## src/rtl/skid_buffer.sv

```systemverilog
// -----------------------------------------------------------------------------
// skid_buffer
//
// Two-entry registered pipeline stage for a DW-bit payload on a valid/ready
// handshake. Both o_valid and i_ready come straight from flops, so this stage
// breaks the combinational o_ready -> i_ready path without losing throughput.
//
// Storage is a main register (drives o_data) and a skid register that catches
// the one beat accepted in the cycle the downstream side first stalls.
//
// Optional feature macro: SKID_BUFFER_STAT_EN
//   When defined, adds the 32-bit saturating stall counter o_stall_cnt, which
//   counts every edge with o_valid && !o_ready and is cleared only by reset.
//   When undefined, neither the port nor the counter exists.
// -----------------------------------------------------------------------------
module skid_buffer #(
    parameter int DW = 256
) (
    input  logic          clk,
    input  logic          rst,
    input  logic          i_valid,
    output logic          i_ready,
    input  logic [DW-1:0] i_data,
    output logic          o_valid,
    input  logic          o_ready,
    output logic [DW-1:0] o_data
`ifdef SKID_BUFFER_STAT_EN
    ,
    output logic [31:0]   o_stall_cnt
`endif
);

    // Occupancy: EMPTY = nothing held, ONE = main holds the head beat,
    // FULL = main holds the head beat and skid holds the next one.
    typedef enum logic [1:0] {
        ST_EMPTY = 2'd0,
        ST_ONE   = 2'd1,
        ST_FULL  = 2'd2
    } state_t;

    state_t        state_r;
    state_t        state_next_s;

    logic [DW-1:0] main_r;
    logic [DW-1:0] skid_r;
    logic [DW-1:0] main_next_s;
    logic [DW-1:0] skid_next_s;

    logic          o_valid_r;
    logic          i_ready_r;
    logic          o_valid_next_s;
    logic          i_ready_next_s;

    // Data-path steering decided by the next-state logic.
    logic          load_main_in_s;    // main <- i_data
    logic          load_main_skid_s;  // main <- skid
    logic          load_skid_in_s;    // skid <- i_data

    // State register: async clear discards any buffered beats at once.
    always_ff @(posedge clk or negedge rst) begin
        if (!rst) begin
            state_r <= ST_EMPTY;
        end else begin
            state_r <= state_next_s;
        end
    end

    // Next-state logic: pushes are only possible while i_ready is high,
    // which the flag register guarantees for EMPTY and ONE only.
    always_comb begin
        state_next_s     = state_r;
        load_main_in_s   = 1'b0;
        load_main_skid_s = 1'b0;
        load_skid_in_s   = 1'b0;
        case (state_r)
            ST_EMPTY: begin
                if (i_valid) begin
                    state_next_s   = ST_ONE;
                    load_main_in_s = 1'b1;
                end else begin
                    state_next_s   = ST_EMPTY;
                end
            end
            ST_ONE: begin
                if (i_valid && o_ready) begin
                    // Simultaneous pop and push: new beat replaces the head.
                    state_next_s   = ST_ONE;
                    load_main_in_s = 1'b1;
                end else if (i_valid && !o_ready) begin
                    // Downstream stalled while a beat arrives: catch it in skid.
                    state_next_s   = ST_FULL;
                    load_skid_in_s = 1'b1;
                end else if (!i_valid && o_ready) begin
                    state_next_s   = ST_EMPTY;
                end else begin
                    state_next_s   = ST_ONE;
                end
            end
            ST_FULL: begin
                if (o_ready) begin
                    // Head leaves; the skid beat moves forward into main.
                    state_next_s     = ST_ONE;
                    load_main_skid_s = 1'b1;
                end else begin
                    state_next_s     = ST_FULL;
                end
            end
            default: begin
                // Unreachable encoding: recover to a clean empty buffer.
                state_next_s = ST_EMPTY;
            end
        endcase
    end

    // Output decode: flags and register contents for the next cycle,
    // derived only from the next state and the steering strobes.
    always_comb begin
        o_valid_next_s = (state_next_s != ST_EMPTY);
        i_ready_next_s = (state_next_s != ST_FULL);

        if (load_main_in_s) begin
            main_next_s = i_data;
        end else if (load_main_skid_s) begin
            main_next_s = skid_r;
        end else begin
            main_next_s = main_r;
        end

        if (load_skid_in_s) begin
            skid_next_s = i_data;
        end else begin
            skid_next_s = skid_r;
        end
    end

    // Output and storage registers: no combinational path from any input.
    always_ff @(posedge clk or negedge rst) begin
        if (!rst) begin
            o_valid_r <= 1'b0;
            i_ready_r <= 1'b1;
            main_r    <= {DW{1'b0}};
            skid_r    <= {DW{1'b0}};
        end else begin
            o_valid_r <= o_valid_next_s;
            i_ready_r <= i_ready_next_s;
            main_r    <= main_next_s;
            skid_r    <= skid_next_s;
        end
    end

    assign o_valid = o_valid_r;
    assign i_ready = i_ready_r;
    assign o_data  = main_r;

`ifdef SKID_BUFFER_STAT_EN
    logic [31:0] stall_cnt_r;

    // Stall counter: counts edges where a beat is offered but not taken,
    // sticks at all-ones, and is cleared only by reset.
    always_ff @(posedge clk or negedge rst) begin
        if (!rst) begin
            stall_cnt_r <= 32'd0;
        end else if (o_valid_r && !o_ready && (stall_cnt_r != 32'hFFFF_FFFF)) begin
            stall_cnt_r <= stall_cnt_r + 32'd1;
        end else begin
            stall_cnt_r <= stall_cnt_r;
        end
    end

    assign o_stall_cnt = stall_cnt_r;
`endif

endmodule

```

## config.mk

```make
export PLATFORM = sky130hd
export DESIGN_NAME = skid_buffer
export DESIGN_NICKNAME = d
export VERILOG_FILES = /design/src/rtl/skid_buffer.sv
export SDC_FILE = /design/constraint.sdc
export NUM_CORES = 1
export LEC_CHECK = 0
export ABC_CLOCK_PERIOD_IN_PS = 3500
export CORE_ASPECT_RATIO = 1.25
export CORE_UTILIZATION = 46
export CTS_BUF_LIST = sky130_fd_sc_hd__clkbuf_16
export DETAILED_ROUTE_END_ITERATION = 8
export HOLD_SLACK_MARGIN = 0.02
export PLACE_DENSITY_LB_ADDON = 0.2
export SYNTH_ARGS = -nofsm -noshare
export SYNTH_HDL_FRONTEND = slang
export SYNTH_SLANG_ARGS = --single-unit
```

## constraint.sdc

```tcl
create_clock -name clk -period 3.5 [get_ports clk]
set_input_delay 0.525 -clock clk [delete_from_list [all_inputs] [get_ports clk]]
set_output_delay 0.525 -clock clk [all_outputs]
set_load 0.005 [all_outputs]
```

Word level (Yosys, flattened, before mapping). Index checks and enable logic that the tools add are counted.

Eq/ne operators: 3. Multiplexer cells: 16. Reduce and logical (&&, ||, !) cells: 8.

Operator list (count): $mux 256 (2); $mux 1 (9); $mux 2 (3); $pmux 2 s3 (1); $reduce_bool 2->1 (2); $logic_and 1x1->1 (3); $eq 2x1->1 const B (1); $eq 2x2->1 const B (1); $logic_not 1->1 (2); $logic_not 2->1 (1); $ne 2x2->1 const B (1); $pmux 1 s2 (1).

Bits in registers: 516. Bits of input ports: 260. Output and inout bits: 258. Logic and storage cells: 32.

Depth between registers and ports, before layout.
Depth in word-level cells: 7. Gate-level depth with buffers: 7. Mapped depth without buffers: 5.

Worst setup path before layout. OpenSTA, ideal clock, no wires.

Path type: input port to flip-flop. Start: input o_ready. End: register skid_r[225]. Setup time: 0.125 ns. Data arrival time: 1.597 ns. Slack: 1.779 ns. Stages: 6. Path buffers: 2. Cell sequence: inv_1 -> ha_1 -> nand3b_1 -> buf_2 -> buf_2 -> mux2_2.

Cells in the longest elaborated chain, start to end: 5.

Ends and longest elaborated chain: start, declared (RTL line 25) `input logic o_ready,`; $logic_not 1->1 (RTL line 89) `end else if (i_valid && !o_ready) begin`; $logic_and 1x1->1 (RTL line 89); $mux 1 (RTL line 89); $mux 1 * (RTL line 85) `if (i_valid && o_ready) begin`; $mux 1 * (RTL line 75) `case (state_r)`; end signal, assigned (RTL line 142) `skid_r <= {DW{1'b0}};`; end signal, assigned (RTL line 147) `skid_r <= skid_next_s;`; end, declared (RTL line 45) `logic [DW-1:0] skid_r;`.

Every way passes the cells marked *; elsewhere a longest branch is shown, timed or not. A chain may end at the register's enable or synchronous reset.

Worst setup path in the final report.
Start: input o_ready. End: register skid_r[198].

Same word-level chain as after synthesis.

==> flow_metrics.tcl <==
set metrics [dict create \
    powerDensity_nw_per_um2 874.3 \
    final_common_cell "mux2i_1" \
    r2r_start "state_r[1]" \
    slowest_stage "clkdlybuf4s50_1" \
    grt_max_degree 108 \
    design_area_sq_um 31850 \
    drtIter0Drc 810 \
    tns_ns 0 \
    gp_congestion 0.7813 \
    arrival_ns 2.69 \
    max-slew-margin-rel_pct 48.30 \
    slowest_delay_ns 0.63 \
    synth-seq-cells 516 \
    clk_pin_slew_worst_paths_ns 0.06 \
    cp_data_required_time_ns 3.97 \
    overflow 0 \
    hold_path.class "reg -> reg" \
    post-cts-setup-buffer-count 0 \
    viasPerCell 5.448 \
    status "finished, final reports clean" \
    port_buffers 517 \
    area.growth.synth_to_final_pct 30.23 \
    crit_path_max_fanout 107 \
    maxCapViolations 0 \
    core_sq_um 52570 \
    regArea_sq_um 12920 \
    nNetsFinal 2427 \
    slew_viol_final 0 \
    fmax_mhz 450.7 \
    hold_violations 0 \
    grtUsageTotal_pct 22.77 \
    clock_latency_ns 0.59 \
    cts_root_buffer "clkbuf_16" \
    die_w_microns 208.2 \
    critical_path_class "in -> reg" \
    worstSetupEndpointType "flip-flop" \
    io_pins 518 \
    fin_crit_ns 2.219 \
    grt_pass1_wl_mm 97.03 \
    hold_start "skid_r[16]" \
    clk_path_buf_depth 3 \
    postPlaceCellArea_sq_um 30160 \
    ant_nets 0 \
    place_hpwl_mm 41.42 \
    startpoint "o_ready" \
    num-fill-cells 4176 \
    tightest_slew_ns 0.7755 \
    drt_first_pass_iters 4 \
    syn-num-nets 1931 \
    leakage_nw 14.82 \
    fin_cells 2883 \
    syn_avg_cell_area_sq_um 14.65 \
    die_h_microns 259.8 \
    post-place-ws_ns 0.6108 \
    synthCells 1669 \
    clock_skew_ns 0.01192 \
    cts_tree "built" \
    wirelength_mm 62.30 \
    cts_inserted_buffers 55 \
    cts_max_level 2 \
    yosysWarnings 0 \
    drive_above_1_share_pct 16.64 \
    multi_input_area_sq_um 10690 \
    dr_total_vias 15706 \
    period_share_pct 63.40 \
    path_cells "clkdlybuf4s50_1, inv_1, ha_1, nand3b_1, buf_12, mux2_2" \
    placed_cells 2779 \
    antenna_found_initial 16 \
    fin_hold_ws_ns 0.5022 \
    final_cell_mix "mux2i_1 (769), clkdlybuf4s50_1 (516), dfrtp_1 (514)" \
    dieArea_sq_um 54090 \
    grt_pass1_vias 17184 \
    fin_ws_ns 1.281 \
    wire_per_inst_microns 21.61 \
    timing.reg2reg.setup_slack_ns 1.33 \
    cts_sinks 516 \
    syn-cell-area_sq_um 24450 \
    synth.distinct_cells 18 \
    start_util_pct 46.52 \
    critPathLaunchType "primary input" \
    drc 0 \
    rsz0062_at_grt "no" \
    setup_viol 0 \
    ys_seq_area_share_pct 52.81 \
    rows 94 \
    max-vdd-ir-drop_v 0.0004656 \
]
## power breakdown
part           switching (W)  internal [W]
clock network        0.00231       0.00312
logic                0.00458       0.00682
registers            0.00199       0.00903
## per-layer routing
metal | global-route usage (%) | share of wire, %
met5 | 0 | 0.061
met4 | 10.66 | 3.9
met3 | 6.871 | 6.7
met2 | 37.39 | 49
met1 | 27.45 | 40
## what timing repair did
action	in CTS	in global routing
hold buffers	1	0
setup endpoints to repair	0	0
hold endpoints to repair	56	0
resized for setup	0	0
## kinds of logic after synthesis
kind of cell | share of synthesized area, %
muxes | 43.36
DFF | 52.81
buffers and inverters | 3.530
and+or+nand+nor | 0.1535
AOI/OAI and AO/OA | 0.05116
adders and majority gates | 0.1023
## critical path, delay by kind of cell
family	cells	cell delay, ns
buf+inv	3	1.19
mux	1	0.41
fa+ha+maj	1	0.18
simple gates	1	0.22
## final cells by class
type	count	share of cell area (%)
sequential	516	40.56
antenna	12	0.09429
inverter	2	0.02357
clock inverter	34	0.6836
multi-input combinational	1036	33.55
tap	672	2.640
timing repair buffer	554	17.97
clock buffer	57	4.479
## final timing paths
kind | to | depth (start not counted)
setup / recovery | skid_r[198] | 6
setup reg to reg | o_data[109] | 3
max in group asynchronous | skid_r[130] | 3
hold reg to reg | skid_r[16] | 1
min in group asynchronous | skid_r[147] | 2
hold / removal | skid_r[16] | 1
## synthesized netlist by cell type, drive strengths merged
master	count	area, sq um
mux2i	770	7720
dfrtp	515	12890
mux2	256	2883
buf	103	810.8
clkbuf	12	45.04
nand2b	3	18.77
ha	2	25.02
inv	2	7.510
nand3b	2	15.01
dfstp	1	26.28
nand2	1	3.750
o21a	1	7.510
o21ai	1	5.000
## stage by stage
stage | utilization, % | power (W)
after CTS | 60.52 | 0.02820
after floorplan | - | 0.01726
after global placement | 57.38 | 0.02196
final | 60.58 | 0.02784
after detailed placement | 57.38 | 0.02262
after global routing | 60.58 | 0.02950
## flip-flops by register name, indices dropped and copies added (netlist names)
signal   cells
o_data     256
skid_r     256
state_r      2
i_ready      1
o_valid      1
(Power assumes the default switching activity.)
